`config.mk`:
```
export PLATFORM = sky130hd
export DESIGN_NAME = ucie_ctl_rx_flit_assembler
export DESIGN_NICKNAME = d
export VERILOG_FILES = /design/src/rtl/ucie_ctl_rx_flit_assembler.sv
export SDC_FILE = /design/constraint.sdc
export NUM_CORES = 1
export LEC_CHECK = 0
export CORE_MARGIN = 5
export CORE_UTILIZATION = 44
export CTS_CLUSTER_DIAMETER = 80
export DETAILED_ROUTE_END_ITERATION = 7
export PLACE_DENSITY_LB_ADDON = 0.2
export SYNTH_ARGS = -nofsm -noshare
export SYNTH_HDL_FRONTEND = slang
export SYNTH_SLANG_ARGS = --single-unit
```
`constraint.sdc`:
```
create_clock -name i_clk -period 18.4 [get_ports i_clk]
set_input_delay 4.6 -clock i_clk [delete_from_list [all_inputs] [get_ports i_clk]]
set_output_delay 4.6 -clock i_clk [all_outputs]
set_load 0.02 [all_outputs]
```
`src/rtl/ucie_ctl_rx_flit_assembler.sv`:
```
// ucie_ctl_rx_flit_assembler: packs BEATS consecutive FDI beats into one flit and
// queues completed flits in a 2-entry FIFO. The FIFO drains over a valid/ready
// handshake. The upstream has no backpressure, so a flit that finds the FIFO
// full is dropped and counted. Overflow and idle events abort the partial flit.
module ucie_ctl_rx_flit_assembler #(
  parameter  int NBYTES = 32,
  parameter  int BEATS  = 4,
  localparam int CW     = $clog2(BEATS)
) (
  input  logic                    i_clk,
  input  logic                    i_rst,
  input  logic                    i_state_request,
  input  logic [NBYTES-1:0]       i_fdi_data,
  input  logic                    i_fdi_data_valid,
  input  logic                    i_overflow_detected,
  output logic [NBYTES*BEATS-1:0] o_flit_data,
  output logic                    o_flit_valid,
  input  logic                    i_flit_ready,
  output logic                    o_flit_drop,
  output logic [CW-1:0]           o_beat_count,
  output logic [7:0]              o_drop_count
);

  typedef enum logic [1:0] {IDLE, ACTIVE, RESYNC} state_t;

  state_t                        state, state_nxt;
  logic [BEATS-2:0][NBYTES-1:0]  asm_q;     // the last slot is never stored; it completes the flit
  logic [NBYTES*BEATS-1:0]       flit_w;
  logic [NBYTES*BEATS-1:0]       tail_q;
  logic [1:0]                    fcnt, fcnt_nxt;
  logic                          accept, complete, clear, abort_drop;
  logic                          pop, push_ok, full_drop, drop_evt;

  // Decode this cycle's action from the FSM state. Priority in ACTIVE:
  // idle request, then overflow, then beat accept.
  always_comb begin
    state_nxt  = state;
    accept     = 1'b0;
    complete   = 1'b0;
    clear      = 1'b0;
    abort_drop = 1'b0;
    case (state)
      IDLE: if (i_state_request) state_nxt = ACTIVE;
      ACTIVE: begin
        if (!i_state_request) begin
          state_nxt  = IDLE;
          clear      = 1'b1;
          abort_drop = (o_beat_count != '0);
        end else if (i_overflow_detected) begin
          state_nxt  = RESYNC;
          clear      = 1'b1;
          abort_drop = 1'b1;
        end else if (i_fdi_data_valid) begin
          accept   = 1'b1;
          complete = (o_beat_count == CW'(BEATS-1));
        end
      end
      RESYNC: begin
        if (!i_state_request)                              state_nxt = IDLE;
        else if (!i_fdi_data_valid && !i_overflow_detected) state_nxt = ACTIVE;
      end
      default: state_nxt = IDLE;
    endcase
  end

  // Completed flit is the stored slots plus the beat arriving now.
  assign flit_w    = {i_fdi_data, asm_q};
  assign pop       = o_flit_valid & i_flit_ready;
  assign push_ok   = complete & ((fcnt != 2'd2) | pop);
  assign full_drop = complete & (fcnt == 2'd2) & ~pop;
  assign drop_evt  = abort_drop | full_drop;
  assign fcnt_nxt  = fcnt + {1'b0, push_ok} - {1'b0, pop};

  // FSM state and beat counter; the counter wraps to 0 on the completing beat.
  always_ff @(posedge i_clk or posedge i_rst) begin
    if (i_rst) begin
      state        <= IDLE;
      o_beat_count <= '0;
    end else begin
      state <= state_nxt;
      if (clear)       o_beat_count <= '0;
      else if (accept) o_beat_count <= o_beat_count + CW'(1);
    end
  end

  // Assembly slots: each slot captures the beat when the count points at it.
  for (genvar b = 0; b < BEATS-1; b++) begin : g_slot
    // Slot b write.
    always_ff @(posedge i_clk or posedge i_rst) begin
      if (i_rst)                                 asm_q[b] <= '0;
      else if (accept && o_beat_count == CW'(b)) asm_q[b] <= i_fdi_data;
    end
  end

  // Two-entry FIFO; the head register is the output bus, so it holds during a stall.
  always_ff @(posedge i_clk or posedge i_rst) begin
    if (i_rst) begin
      o_flit_data  <= '0;
      tail_q       <= '0;
      fcnt         <= 2'd0;
      o_flit_valid <= 1'b0;
    end else begin
      fcnt         <= fcnt_nxt;
      o_flit_valid <= (fcnt_nxt != 2'd0);
      case (fcnt)
        2'd0: if (push_ok) o_flit_data <= flit_w;
        2'd1: begin
          if (pop && push_ok) o_flit_data <= flit_w;
          else if (push_ok)   tail_q      <= flit_w;
        end
        default: begin
          if (pop) begin
            o_flit_data <= tail_q;
            if (push_ok) tail_q <= flit_w;
          end
        end
      endcase
    end
  end

  // Drop pulse and saturating drop counter; at most one event per cycle.
  always_ff @(posedge i_clk or posedge i_rst) begin
    if (i_rst) begin
      o_flit_drop  <= 1'b0;
      o_drop_count <= 8'd0;
    end else begin
      o_flit_drop <= drop_evt;
      if (drop_evt && o_drop_count != 8'hFF) o_drop_count <= o_drop_count + 8'd1;
    end
  end

endmodule
```
== Word level (Yosys, flattened, before mapping) ==
Cells that the tools add are included.
Cells by class
  add/subtract/negate cells: 4
  equal/unequal tests: 15
  muxes and demuxes: 29
  bitwise logic cells: 8
  reductions and logical operators: 19
Operator list (count)
  $mux W128: 6
  $pmux W128 S2: 2
  $mux W2: 7
  $mux W1: 13
  $ne A2 B2 Y1 const B: 5
  $reduce_and A3 Y1: 3
  $add A8 B1 Y8 const B: 1
  $eq A2 B2 Y1 const B: 4
  $ne A8 B8 Y1 const B: 1
  $reduce_bool A2 Y1: 4
  $eq A2 B1 Y1 const B: 3
  $logic_and A1 B1 Y1: 6
  $logic_not A2 Y1: 3
  $ne A3 B3 Y1 const B: 2
  $pmux W2 S3: 1
  $and A1 B1 Y1: 4
  $reduce_bool A3 Y1: 1
  $add A2 B1 Y2: 1
  $add A2 B1 Y2 const B: 1
  $logic_not A1 Y1: 2
  $not A1 Y1: 2
  $or A1 B1 Y1: 2
  $sub A2 B1 Y2: 1
Storage, ports and cells
  register bits after elaboration: 368
  output and inout port bits: 140

== Logic depth before layout (Yosys ltp) ==
Gate-level depths: netlist of the first run.
  depth in word-level cells: 9
  depth in mapped cells: 9

== Worst setup path after synthesis of the first run ==
No wires, ideal clock.
  path type: input to register
  start: in i_overflow_detected
  end: reg o_drop_count[6]
  library setup time: 125 ps
  arrival: 5962 ps
  data required time: 18275 ps
  setup slack: 12314 ps
  stages on the path: 5
  buffers on the path: 1
  path through: nand4b_1 -> or4b_1 -> buf_6 -> a211oi_2 -> mux2_2
On the way
  cells in the longest elaborated chain, start to end: 7
  elaborated cells on any way between the ends: 10
Ends and longest elaborated chain
  from (decl): RTL line 15  | input logic i_overflow_detected,
  $mux W1: RTL line 49  | end else if (i_overflow_detected) begin
  $mux W1: RTL line 45  | if (!i_state_request) begin
  $mux W1: RTL line 42  | case (state)
  $and A1 B1 Y1 (2 in a row): RTL line 70  | assign full_drop = complete & (fcnt == 2'd2) & ~pop;
  $or A1 B1 Y1 (*): RTL line 71  | assign drop_evt = abort_drop | full_drop;
  $logic_and A1 B1 Y1 (*): RTL line 128  | if (drop_evt && o_drop_count != 8'hFF) o_drop_count <= o_drop_count + 8'd1;
  to (signal assigned): RTL line 128
  to (decl): RTL line 21  | output logic [7:0] o_drop_count
Every way passes the cells marked *; elsewhere a longest branch is shown, timed or not.
A chain may end at the register's enable or synchronous reset.

== Worst setup path after layout of the first run ==
  start: in i_overflow_detected
  end: reg tail_q[73]
On the way
  cells in the longest elaborated chain, start to end: 7
  elaborated cells on any way between the ends: 11
Ends and longest elaborated chain
  $mux W1 (*): RTL line 49
  $mux W1 (*): RTL line 45
  $mux W1 (*): RTL line 42
  $and A1 B1 Y1 (*): RTL line 69  | assign push_ok = complete & ((fcnt != 2'd2) | pop);
  $mux W128 / $logic_and A1 B1 Y1 (equally long branches)
  $mux W128 (tied with other cells)
  $pmux W128 S2 / $reduce_and A3 Y1 (equally long branches)
  to (signal assigned): RTL line 109  | else if (push_ok) tail_q <= flit_w;
  to (signal assigned): RTL line 114  | if (push_ok) tail_q <= flit_w;
  to (decl): RTL line 29  | logic [NBYTES*BEATS-1:0] tail_q;
Every way passes the cells marked *; elsewhere a longest branch is shown, timed or not. The select of a mux whose other input is x is not followed.

==> impl_metrics.prom, run 1 <==
# TYPE chip_impl_metric gauge
chip_impl_metric{name="grt_pass1_wl",unit="mm"} 51.1
chip_impl_metric{name="maxSlewHeadroom",unit=""} 0.261
chip_impl_metric{name="fraction_of_registers_with_async_set_or_reset_after_synthesis",unit=""} 1.00
chip_impl_metric{name="die_h",unit="um"} 197
chip_impl_metric{name="rr_worst_depth",unit=""} 5
chip_impl_metric{name="whs",unit="ns"} 0.501
chip_impl_metric{name="max_clock_freq",unit="GHz"} 0.132
chip_impl_metric{name="cellPowerDensity",unit="nW/um^2"} 142
chip_impl_metric{name="clock-sinks",unit=""} 368
chip_impl_metric{name="grt_antenna_before_repair",unit=""} 0
chip_impl_metric{name="worst-r2r-setup-slack",unit="ns"} 14.67
chip_impl_info{name="setup.worst_path.start_class",value="input pin"} 1
chip_impl_metric{name="drtIter0Drc",unit=""} 301
chip_impl_metric{name="post-cts-setup-buffers",unit=""} 0
chip_impl_metric{name="antennaDiodeCount",unit=""} 0
chip_impl_metric{name="route.antenna.remaining_nets",unit=""} 0
chip_impl_metric{name="fp.coreArea",unit="um^2"} 34600
chip_impl_metric{name="first_global_vias",unit=""} 9189
chip_impl_metric{name="synth_sequential_area_ratio",unit=""} 0.596
chip_impl_metric{name="maxCapViolCount",unit=""} 0
chip_impl_info{name="status",value="completed"} 1
chip_impl_metric{name="min_period",unit="ns"} 7.57
chip_impl_metric{name="ys_ff_latch",unit=""} 368
chip_impl_metric{name="layout_area_overhead",unit="%"} 23.3
chip_impl_metric{name="vdd_ir_drop_max",unit="uV"} 82.3
chip_impl_metric{name="ios",unit=""} 178
chip_impl_metric{name="portBuffers",unit=""} 177
chip_impl_metric{name="yosys_cell_types",unit=""} 35
chip_impl_info{name="crit-reg2reg-launch",value="fcnt[1]"} 1
chip_impl_metric{name="post_synthesis_instance_area",unit="um^2"} 15400
chip_impl_metric{name="drive_gt1_frac",unit=""} 0.486
chip_impl_metric{name="bufs_on_longest_clock_path",unit=""} 3
chip_impl_metric{name="htree_levels",unit=""} 2
chip_impl_metric{name="timing.final.hold_violations",unit=""} 0
chip_impl_metric{name="cts.repair.resized",unit=""} 0
chip_impl_metric{name="cts.reportedPaths.clkPinSlew",unit="ns"} 0.05
chip_impl_metric{name="max_slew.worst_pin.slew",unit="ns"} 1.11
chip_impl_metric{name="grt_start_max_net_pins",unit=""} 115
chip_impl_info{name="cts_root_buffer",value="sky130_fd_sc_hd__clkbuf_16"} 1
chip_impl_info{name="worstSetupPathType",value="in2reg"} 1
chip_impl_metric{name="required",unit="ns"} 18.79
chip_impl_metric{name="design.die.area",unit="um^2"} 38900
chip_impl_metric{name="count_of_flip_flops_with_a_built_in_enable_after_synthesis",unit=""} 0
chip_impl_metric{name="place.gp.congestion",unit=""} 0.706
chip_impl_metric{name="starting_utilization_of_the_core_area",unit=""} 0.446
chip_impl_metric{name="setup_viol",unit=""} 0
chip_impl_metric{name="drc_errors",unit=""} 0
chip_impl_info{name="timing.hold.worst.class",value="reg2reg"} 1
chip_impl_metric{name="worstSkewPairLatency",unit="ns"} 0.51
chip_impl_metric{name="post_drt_via_cell_ratio",unit=""} 5.21
chip_impl_info{name="tritoncts_clock_tree",value="built"} 1
chip_impl_info{name="setup_repair_after_global_routing_missed_its_margin",value="no"} 1
chip_impl_metric{name="fin_crit_sh",unit=""} 0.411
chip_impl_metric{name="detailed_place_hpwl",unit="mm"} 18.4
chip_impl_metric{name="mappedNetlistNets",unit=""} 1020
chip_impl_metric{name="syn_avg_cell_area",unit="um^2"} 15.8
chip_impl_metric{name="drt_wl_total",unit="mm"} 31.2
chip_impl_info{name="end_kind",value="flip-flop"} 1
chip_impl_info{name="ys.flop_type",value="sky130_fd_sc_hd__dfrtp_1"} 1
chip_impl_metric{name="nNetsFinal",unit=""} 1197
chip_impl_metric{name="fin_tns_setup",unit="ns"} 0
chip_impl_info{name="worst_hold_path_endpoint",value="tail_q[25]"} 1
chip_impl_metric{name="min_delay_path_depth",unit=""} 1
chip_impl_metric{name="route.detailed.wl_per_inst",unit="um"} 19.0
chip_impl_metric{name="vias",unit=""} 8528
chip_impl_info{name="hold_path.startpoint",value="tail_q[25]"} 1
chip_impl_metric{name="die_width",unit="um"} 197
chip_impl_metric{name="leakage",unit="nW"} 9.12
chip_impl_metric{name="grt_util_all_layers",unit=""} 0.161
chip_impl_metric{name="synthCells",unit=""} 976
chip_impl_metric{name="yosys_warnings",unit=""} 0
chip_impl_metric{name="ctsHoldBuffers",unit=""} 0
chip_impl_metric{name="report.final.slew_viol_count",unit=""} 0
chip_impl_metric{name="1st_pass_router_iterations",unit=""} 4
chip_impl_metric{name="num_rows",unit=""} 68
chip_impl_metric{name="critPathMaxFanout",unit=""} 66
chip_impl_metric{name="grt_overflow",unit=""} 0
chip_impl_metric{name="cts_buffers",unit=""} 41
chip_impl_info{name="timing.rr.end",value="tail_q[73]"} 1
chip_impl_metric{name="worst_clock_skew",unit="ns"} 0.0128
chip_impl_metric{name="cp_data_arrival_time",unit="ns"} 7.96
-- area by class of cell --
class | instances | area [um^2]
Inverter | 4 | 22.5
Tap cell | 455 | 569
Multi-Input combinational cell | 551 | 5960
Clock buffer | 53 | 1140
Timing Repair Buffer | 187 | 1850
Clock inverter | 20 | 282
Fill cell | 2869 | 15600
Sequential cell | 368 | 9210
-- cell families after synthesis --
logic type | Yosys count | synth area share
adder cells (fa/ha/maj) | 6 | 0.00486
AO/OA/AOI/OAI | 18 | 0.00932
AND/OR/NAND/NOR | 36 | 0.0128
multiplexers | 486 | 0.354
buffers and inverters | 57 | 0.0194
flip-flops | 368 | 0.596
XOR/XNOR | 5 | 0.00284
-- synthesized netlist by cell type (4+ instances only) --
library cell / number / area [um^2]
sky130_fd_sc_hd__xor2_1: 4 / 35.0
sky130_fd_sc_hd__ha_1: 6 / 75.1
sky130_fd_sc_hd__dfrtp_1: 368 / 9210
sky130_fd_sc_hd__o21ai_0: 4 / 20.0
sky130_fd_sc_hd__mux2_2: 484 / 5450
sky130_fd_sc_hd__inv_1: 4 / 15.0
sky130_fd_sc_hd__buf_4: 12 / 90.1
sky130_fd_sc_hd__a211oi_2: 4 / 50.1
sky130_fd_sc_hd__nand3_1: 4 / 20.0
sky130_fd_sc_hd__nand2_1: 13 / 48.8
sky130_fd_sc_hd__buf_2: 27 / 135
sky130_fd_sc_hd__clkbuf_1: 13 / 48.8
-- worst max-delay path, stage by stage --
cell and delay (ns):
sky130_fd_sc_hd__clkdlybuf4s50_1 0.47, sky130_fd_sc_hd__nand4b_1 0.27, sky130_fd_sc_hd__nor2_1 0.31, sky130_fd_sc_hd__a21boi_4 0.23, sky130_fd_sc_hd__buf_4 0.75, sky130_fd_sc_hd__buf_4 0.80, sky130_fd_sc_hd__mux2_2 0.41
-- routing by layer --
layer	wire length [um]	vias up	global-route usage
li1	-	3881	-
met1	14300	4462	0.222
met2	15000	144	0.264
met3	1390	41	0.0345
met4	506	0	0.0342
met5	0	-	0
-- flip-flops by register name, summed over array words and instances, names as in the netlist --
signal	cells
o_flit_drop	1
o_drop_count	8
asm_q	96
tail_q	128
o_flit_data	128
o_flit_valid	1
state	2
fcnt	2
o_beat_count	2
-- how the worst max path moves through the flow --
| stage | start | end | slack, ns | cells past startpoint |
|---|---|---|---|---|
| after floorplan | i_rst | asm_q[0] | 3.58 | 1 |
| after global placement | i_overflow_detected | tail_q[9] | 10.39 | 7 |
| after detailed placement | i_overflow_detected | tail_q[71] | 10.26 | 7 |
| after CTS | i_overflow_detected | tail_q[101] | 10.80 | 7 |
| after global routing | i_overflow_detected | tail_q[105] | 10.65 | 7 |
| final | i_overflow_detected | tail_q[73] | 10.83 | 7 |
-- report_power, final --
group / internal [mW] / total, mW / switching, mW
Combinational: 0.426 / 0.773 / 0.347
Clock: 0.535 / 0.854 / 0.319
Sequential: 0.953 / 1.08 / 0.127
-- stage by stage --
step                 util  std cells  power (mW)  setup slack [ns]  instance area (um^2)
floorplan               -        976        1.56              3.58                 15400
global placement    0.509       1565        1.87             10.39                 17600
detailed placement  0.509       1565        1.88             10.26                 17600
CTS                 0.550       1638        2.75             10.80                 19000
global route        0.550       1638        2.84             10.65                 19000
finish              0.550       1638        2.71             10.83                 19000
-- cells in the final DEF, fill, tap and decap left out, types with 3 or more instances in the layout --
| cell type | netlist | final |
|---|---|---|
| sky130_fd_sc_hd__a211oi_2 | 4 | 4 |
| sky130_fd_sc_hd__buf_4 | 12 | 10 |
| sky130_fd_sc_hd__bufinv_16 | 0 | 7 |
| sky130_fd_sc_hd__clkbuf_1 | 13 | 5 |
| sky130_fd_sc_hd__clkbuf_16 | 0 | 41 |
| sky130_fd_sc_hd__clkbuf_8 | 0 | 7 |
| sky130_fd_sc_hd__clkdlybuf4s50_1 | 0 | 177 |
| sky130_fd_sc_hd__clkinv_2 | 0 | 11 |
| sky130_fd_sc_hd__dfrtp_1 | 368 | 367 |
| sky130_fd_sc_hd__ha_1 | 6 | 6 |
| sky130_fd_sc_hd__inv_1 | 4 | 3 |
| sky130_fd_sc_hd__mux2_2 | 484 | 484 |
| sky130_fd_sc_hd__nand2_1 | 13 | 10 |
| sky130_fd_sc_hd__nand2_2 | 0 | 3 |
| sky130_fd_sc_hd__nand2b_1 | 3 | 3 |
| sky130_fd_sc_hd__nand3_1 | 4 | 4 |
| sky130_fd_sc_hd__o21ai_0 | 4 | 4 |
| sky130_fd_sc_hd__xor2_1 | 4 | 4 |
No activity file was read; power rests on OpenSTA's default activity.
==> inputs of run 2 (changes only) <==
clock period = 7.8 ns   (was 18.4 ns; I/O delays follow)
==> impl_metrics.prom, run 2 (synthesis gave the netlist of run 1 again) <==
# TYPE chip_impl_metric gauge
chip_impl_info{name="status",value="completed"} 1
chip_impl_metric{name="drc_errors",unit=""} 0
chip_impl_metric{name="vdd_ir_drop_max",unit="uV"} 212
chip_impl_metric{name="drive_gt1_frac",unit=""} 0.476
chip_impl_metric{name="combined_area_of_the_multi_input_logic_cells",unit="um^2"} 5960
chip_impl_info{name="top_regs",value="o_flit_data (128), tail_q (128), asm_q (96)"} 1
chip_impl_metric{name="post_drt_via_cell_ratio",unit=""} 5.21
chip_impl_metric{name="post-layout-total-power",unit="mW"} 6.21
chip_impl_metric{name="grt_util_all_layers",unit=""} 0.160
chip_impl_metric{name="sw_frac_of_total",unit=""} 0.298
chip_impl_metric{name="drt_wl_total",unit="mm"} 31.0
chip_impl_metric{name="report.final.slew_viol_count",unit=""} 0
chip_impl_metric{name="setup_viol",unit=""} 0
chip_impl_metric{name="post-cts-setup-buffers",unit=""} 0
chip_impl_metric{name="cp_data_arrival_time",unit="ns"} 4.59
chip_impl_metric{name="cts_buffers",unit=""} 41
chip_impl_metric{name="whs",unit="ns"} 0.500
chip_impl_metric{name="maxCapViolCount",unit=""} 0
chip_impl_metric{name="worst_clock_skew",unit="ns"} 0.0221
chip_impl_info{name="leading_cell_types_in_the_layout_fill_and_taps_excluded",value="sky130_fd_sc_hd__mux2_2 (484), sky130_fd_sc_hd__dfrtp_1 (367), sky130_fd_sc_hd__clkdlybuf4s50_1 (177)"} 1
chip_impl_metric{name="antennaDiodeCount",unit=""} 0
chip_impl_metric{name="max_clock_freq",unit="GHz"} 0.239
chip_impl_metric{name="design.die.area",unit="um^2"} 38900
chip_impl_metric{name="required",unit="ns"} 8.20
chip_impl_metric{name="htree_levels",unit=""} 2
chip_impl_metric{name="final.fill_count",unit=""} 2893
chip_impl_metric{name="detailed_place_hpwl",unit="mm"} 18.1
chip_impl_metric{name="1st_pass_router_iterations",unit=""} 4
chip_impl_metric{name="cts.repair.resized",unit=""} 0
chip_impl_metric{name="worstSkewPairLatency",unit="ns"} 0.52
chip_impl_metric{name="final_design_area_no_fill",unit="um^2"} 18900
chip_impl_metric{name="placement.cell_area",unit="um^2"} 17700
chip_impl_info{name="timing.hold.worst.class",value="reg2reg"} 1
chip_impl_metric{name="utilization",unit=""} 0.546
chip_impl_metric{name="min_period",unit="ns"} 4.19
chip_impl_metric{name="drtIter0Drc",unit=""} 338
chip_impl_metric{name="layout_area_overhead",unit="%"} 22.5
chip_impl_info{name="setup.worst_path.start_class",value="input pin"} 1
chip_impl_metric{name="portBuffers",unit=""} 177
chip_impl_info{name="tritoncts_clock_tree",value="built"} 1
chip_impl_metric{name="max_slew.worst_pin.slew",unit="ns"} 1.10
chip_impl_info{name="worstSetupPathType",value="in2reg"} 1
chip_impl_info{name="setup_repair_after_global_routing_missed_its_margin",value="no"} 1
chip_impl_metric{name="p_switching",unit="mW"} 1.85
chip_impl_metric{name="clock-sinks",unit=""} 368
chip_impl_metric{name="starting_utilization_of_the_core_area",unit=""} 0.446
chip_impl_metric{name="cts.reportedPaths.clkPinSlew",unit="ns"} 0.06
chip_impl_metric{name="min_delay_path_depth",unit=""} 1
chip_impl_metric{name="maxSlewHeadroom",unit=""} 0.266
chip_impl_metric{name="cellPowerDensity",unit="nW/um^2"} 328
chip_impl_metric{name="die_h",unit="um"} 197
chip_impl_metric{name="pwr-share-seq",unit=""} 0.398
chip_impl_metric{name="ios",unit=""} 178
chip_impl_metric{name="nNetsFinal",unit=""} 1196
chip_impl_info{name="end_kind",value="flip-flop"} 1
chip_impl_metric{name="fp.coreArea",unit="um^2"} 34600
chip_impl_metric{name="num_rows",unit=""} 68
chip_impl_metric{name="grt_start_max_net_pins",unit=""} 157
chip_impl_metric{name="route.detailed.wl_per_inst",unit="um"} 19.0
chip_impl_metric{name="power.combinational.fraction",unit=""} 0.308
chip_impl_metric{name="fin_crit_sh",unit=""} 0.537
chip_impl_info{name="layout_commonest_cell",value="sky130_fd_sc_hd__mux2_2"} 1
chip_impl_metric{name="timing.final.hold_violations",unit=""} 0
chip_impl_metric{name="place.gp.congestion",unit=""} 0.723
chip_impl_metric{name="intPower",unit="mW"} 4.36
chip_impl_metric{name="bufs_on_longest_clock_path",unit=""} 3
chip_impl_metric{name="rr_worst_depth",unit=""} 4
chip_impl_metric{name="vias",unit=""} 8496
chip_impl_metric{name="first_global_vias",unit=""} 9296
chip_impl_metric{name="clock_power_share",unit=""} 0.294
chip_impl_metric{name="leakage",unit="nW"} 9.03
chip_impl_metric{name="regArea",unit="um^2"} 9210
chip_impl_metric{name="grt_antenna_before_repair",unit=""} 0
chip_impl_info{name="cts_root_buffer",value="sky130_fd_sc_hd__clkbuf_16"} 1
chip_impl_metric{name="ctsHoldBuffers",unit=""} 0
chip_impl_metric{name="route.antenna.remaining_nets",unit=""} 0
chip_impl_metric{name="fin_tns_setup",unit="ns"} 0
chip_impl_metric{name="grt_overflow",unit=""} 0
chip_impl_metric{name="die_width",unit="um"} 197
chip_impl_metric{name="grt_pass1_wl",unit="mm"} 50.8
chip_impl_metric{name="critPathMaxFanout",unit=""} 106
[run 2: cell types whose count changed in the layout (fill, tap and decap cells not counted), sizes merged]
cell	change
bufinv	-5
clkbuf	+6
clkinvlp	+1
buf	-1
clkinv	-9
[run 2: power groups by stage]
stage | clock, mW | combinational [mW] | sequential, mW
2_1_floorplan | 0 | 0.966 | 2.72
3_3_place_gp | 0 | 1.94 | 2.50
3_5_place_dp | 0 | 1.95 | 2.51
4_1_cts | 1.88 | 1.96 | 2.48
5_1_grt | 1.96 | 2.05 | 2.52
6_report | 1.83 | 1.91 | 2.48
[run 2: layout make-up]
type / instances / share of cell area
inverter: 4 / 0.000992
tap: 455 / 0.0301
timing repair buffer: 186 / 0.0999
clock inverter: 7 / 0.00503
clock buffer: 59 / 0.0616
multi-input combinational: 551 / 0.315
sequential: 368 / 0.487
[run 2: critical path: stages]
cell	delay, ns
sky130_fd_sc_hd__clkdlybuf4s50_1	0.53
sky130_fd_sc_hd__nand4b_1	0.16
sky130_fd_sc_hd__nor2_1	0.10
sky130_fd_sc_hd__o22ai_4	0.70
sky130_fd_sc_hd__buf_12	0.47
sky130_fd_sc_hd__mux2_2	0.41
[run 2: metrics by stage]
step                      instances  worst slack, ns
after detailed placement       1564             3.12
after global routing           1630             3.52
after global placement         1564             3.14
after CTS                      1630             3.65
final                          1630             3.61
after floorplan                 976            0.912
[run 2: per-layer routing]
layer | vias up | track usage | share of wire
met4 | 0 | 0.0308 | 0.014
met2 | 143 | 0.260 | 0.48
met1 | 4467 | 0.220 | 0.46
met3 | 35 | 0.0404 | 0.053
met5 | - | 0 | 0
li1 | 3851 | - | -
[run 2: worst paths after layout]
| kind | startpoint | endpoint | slack [ns] |
|---|---|---|---|
| setup / recovery | i_overflow_detected | o_flit_data[84] | 3.61 |
| min in group asynchronous | i_rst | o_flit_data[56] | 1.94 |
| max in group asynchronous | i_rst | tail_q[13] | 4.54 |
| hold / removal | tail_q[88] | tail_q[88] | 0.50 |
| setup reg to reg | fcnt[1] | o_flit_data[51] | 4.78 |
| hold reg to reg | tail_q[88] | tail_q[88] | 0.50 |
==> inputs of run 3 (changes only) <==
clock period = 3.93 ns   (was 7.8 ns; I/O delays follow)
==> impl_metrics.prom, run 3 (synthesis gave the netlist of run 1 again) <==
# TYPE chip_impl_metric gauge
chip_impl_info{name="status",value="completed"} 1
chip_impl_metric{name="grt_antenna_before_repair",unit=""} 0
chip_impl_metric{name="ctsHoldBuffers",unit=""} 0
chip_impl_metric{name="critPathMaxFanout",unit=""} 72
chip_impl_metric{name="post-cts-setup-buffers",unit=""} 0
chip_impl_info{name="crit-reg2reg-launch",value="o_beat_count[0]"} 1
chip_impl_metric{name="drtIter0Drc",unit=""} 298
chip_impl_info{name="setup.worst_path.start_class",value="input pin"} 1
chip_impl_info{name="worst_setup_path_endpoint",value="tail_q[44]"} 1
chip_impl_info{name="tritoncts_clock_tree",value="built"} 1
chip_impl_info{name="cts_root_buffer",value="sky130_fd_sc_hd__clkbuf_16"} 1
chip_impl_metric{name="ios",unit=""} 178
chip_impl_metric{name="fin_tns_setup",unit="ns"} 0
chip_impl_metric{name="fin_crit_sh",unit=""} 0.700
chip_impl_metric{name="clock-sinks",unit=""} 368
chip_impl_metric{name="final.fill_count",unit=""} 2854
chip_impl_info{name="top_regs",value="o_flit_data (128), tail_q (128), asm_q (96)"} 1
chip_impl_metric{name="timing.final.hold_violations",unit=""} 0
chip_impl_metric{name="antennaDiodeCount",unit=""} 0
chip_impl_metric{name="grt_overflow",unit=""} 0
chip_impl_metric{name="vias",unit=""} 8480
chip_impl_metric{name="drt_wl_total",unit="mm"} 31.3
chip_impl_metric{name="worst-r2r-setup-slack",unit="ns"} 1.59
chip_impl_metric{name="leakage",unit="nW"} 9.18
chip_impl_metric{name="route.detailed.wl_per_inst",unit="um"} 19.0
chip_impl_metric{name="detailed_place_hpwl",unit="mm"} 20.1
chip_impl_metric{name="cts_buffers",unit=""} 39
chip_impl_metric{name="die_width",unit="um"} 197
chip_impl_metric{name="worstSkewPairLatency",unit="ns"} 0.51
chip_impl_metric{name="whs",unit="ns"} 0.500
chip_impl_info{name="setup_repair_after_global_routing_missed_its_margin",value="no"} 1
chip_impl_metric{name="grt_util_all_layers",unit=""} 0.162
chip_impl_info{name="setup.worst_path.start",value="i_overflow_detected"} 1
chip_impl_metric{name="rr_worst_depth",unit=""} 6
chip_impl_info{name="timing.hold.worst.class",value="reg2reg"} 1
chip_impl_metric{name="grt_start_max_net_pins",unit=""} 73
chip_impl_metric{name="post_drt_via_cell_ratio",unit=""} 5.14
chip_impl_metric{name="num_rows",unit=""} 68
chip_impl_metric{name="place.gp.congestion",unit=""} 0.744
chip_impl_metric{name="fp.coreArea",unit="um^2"} 34600
chip_impl_metric{name="layout_area_overhead",unit="%"} 24.2
chip_impl_metric{name="max_clock_freq",unit="GHz"} 0.363
chip_impl_metric{name="regArea",unit="um^2"} 9210
chip_impl_metric{name="vdd_ir_drop_max",unit="uV"} 464
chip_impl_metric{name="cts.repair.resized",unit=""} 0
chip_impl_metric{name="cp_data_arrival_time",unit="ns"} 3.14
chip_impl_metric{name="report.final.slew_viol_count",unit=""} 0
chip_impl_metric{name="grt_pass1_wl",unit="mm"} 51.5
chip_impl_info{name="end_kind",value="flip-flop"} 1
chip_impl_metric{name="setup_viol",unit=""} 0
chip_impl_metric{name="min_period",unit="ns"} 2.75
chip_impl_metric{name="htree_levels",unit=""} 2
chip_impl_metric{name="first_global_vias",unit=""} 9067
chip_impl_metric{name="starting_utilization_of_the_core_area",unit=""} 0.446
chip_impl_metric{name="route.antenna.remaining_nets",unit=""} 0
chip_impl_metric{name="bufs_on_longest_clock_path",unit=""} 3
chip_impl_metric{name="cts.reportedPaths.clkPinSlew",unit="ns"} 0.06
chip_impl_info{name="layout_commonest_cell",value="sky130_fd_sc_hd__mux2_2"} 1
chip_impl_metric{name="worst_clock_skew",unit="ns"} 0.0145
chip_impl_metric{name="maxSlewHeadroom",unit=""} 0.340
chip_impl_metric{name="drc_errors",unit=""} 0
chip_impl_metric{name="cellPowerDensity",unit="nW/um^2"} 646
chip_impl_metric{name="1st_pass_router_iterations",unit=""} 4
chip_impl_metric{name="required",unit="ns"} 4.32
chip_impl_metric{name="combined_area_of_the_multi_input_logic_cells",unit="um^2"} 5960
chip_impl_metric{name="portBuffers",unit=""} 177
chip_impl_info{name="timing.rr.end",value="tail_q[44]"} 1
chip_impl_metric{name="nNetsFinal",unit=""} 1211
chip_impl_metric{name="design.die.area",unit="um^2"} 38900
chip_impl_metric{name="die_h",unit="um"} 197
chip_impl_info{name="leading_cell_types_in_the_layout_fill_and_taps_excluded",value="sky130_fd_sc_hd__mux2_2 (484), sky130_fd_sc_hd__dfrtp_1 (367), sky130_fd_sc_hd__clkdlybuf4s50_1 (177)"} 1
chip_impl_metric{name="drive_gt1_frac",unit=""} 0.490
chip_impl_metric{name="max_slew.worst_pin.slew",unit="ns"} 0.990
chip_impl_metric{name="maxCapViolCount",unit=""} 0
chip_impl_info{name="worstSetupPathType",value="in2reg"} 1
## run 3: worst min path at each step
stage                     from          to  slack, ns  cells after the start
floorplan            tail_q[0]   tail_q[0]       0.47                      1
global placement     tail_q[1]   tail_q[1]       0.48                      1
detailed placement   tail_q[6]   tail_q[6]       0.49                      1
CTS                 tail_q[11]  tail_q[11]       0.50                      1
global route        tail_q[32]  tail_q[32]       0.51                      1
finish              tail_q[91]  tail_q[91]       0.50                      1
## run 3: final cells by class
cell class	instances	area share
sequential	368	0.480
multi-input combinational	551	0.311
timing repair buffer	203	0.112
clock buffer	55	0.0599
tap	455	0.0297
clock inverter	14	0.00626
inverter	4	0.000979
## run 3: per-layer routing
layer | GRT usage | wire length, um | up-vias
li1 | - | - | 3893
met1 | 0.233 | 14500 | 4415
met2 | 0.263 | 15200 | 133
met3 | 0.0293 | 1240 | 39
met4 | 0.0318 | 422 | 0
met5 | 0 | 0 | -
## run 3: metrics by stage
step | utilization | total power, mW | instances | instance area (um^2) | setup slack [ns]
after CTS | 0.554 | 12.6 | 1650 | 19200 | 1.23
after global placement | 0.517 | 8.88 | 1581 | 17900 | 0.693
after floorplan | - | 7.32 | 976 | 15400 | -1.99
after detailed placement | 0.517 | 8.92 | 1581 | 17900 | 0.682
final | 0.554 | 12.4 | 1650 | 19200 | 1.18
after global routing | 0.554 | 13.0 | 1650 | 19200 | 1.12
## run 3: worst max-delay path, stage by stage
cell	delay, ns
sky130_fd_sc_hd__clkdlybuf4s50_1	0.46
sky130_fd_sc_hd__nand4b_1	0.25
sky130_fd_sc_hd__nor2_1	0.28
sky130_fd_sc_hd__a21boi_4	0.30
sky130_fd_sc_hd__buf_12	0.37
sky130_fd_sc_hd__mux2_2	0.40
## run 3: power by group
part,leakage [nW],internal (mW),switching (mW)
Clock,0.639,2.16,1.44
Combinational,3.58,2.06,1.78
Sequential,4.96,4.47,0.468
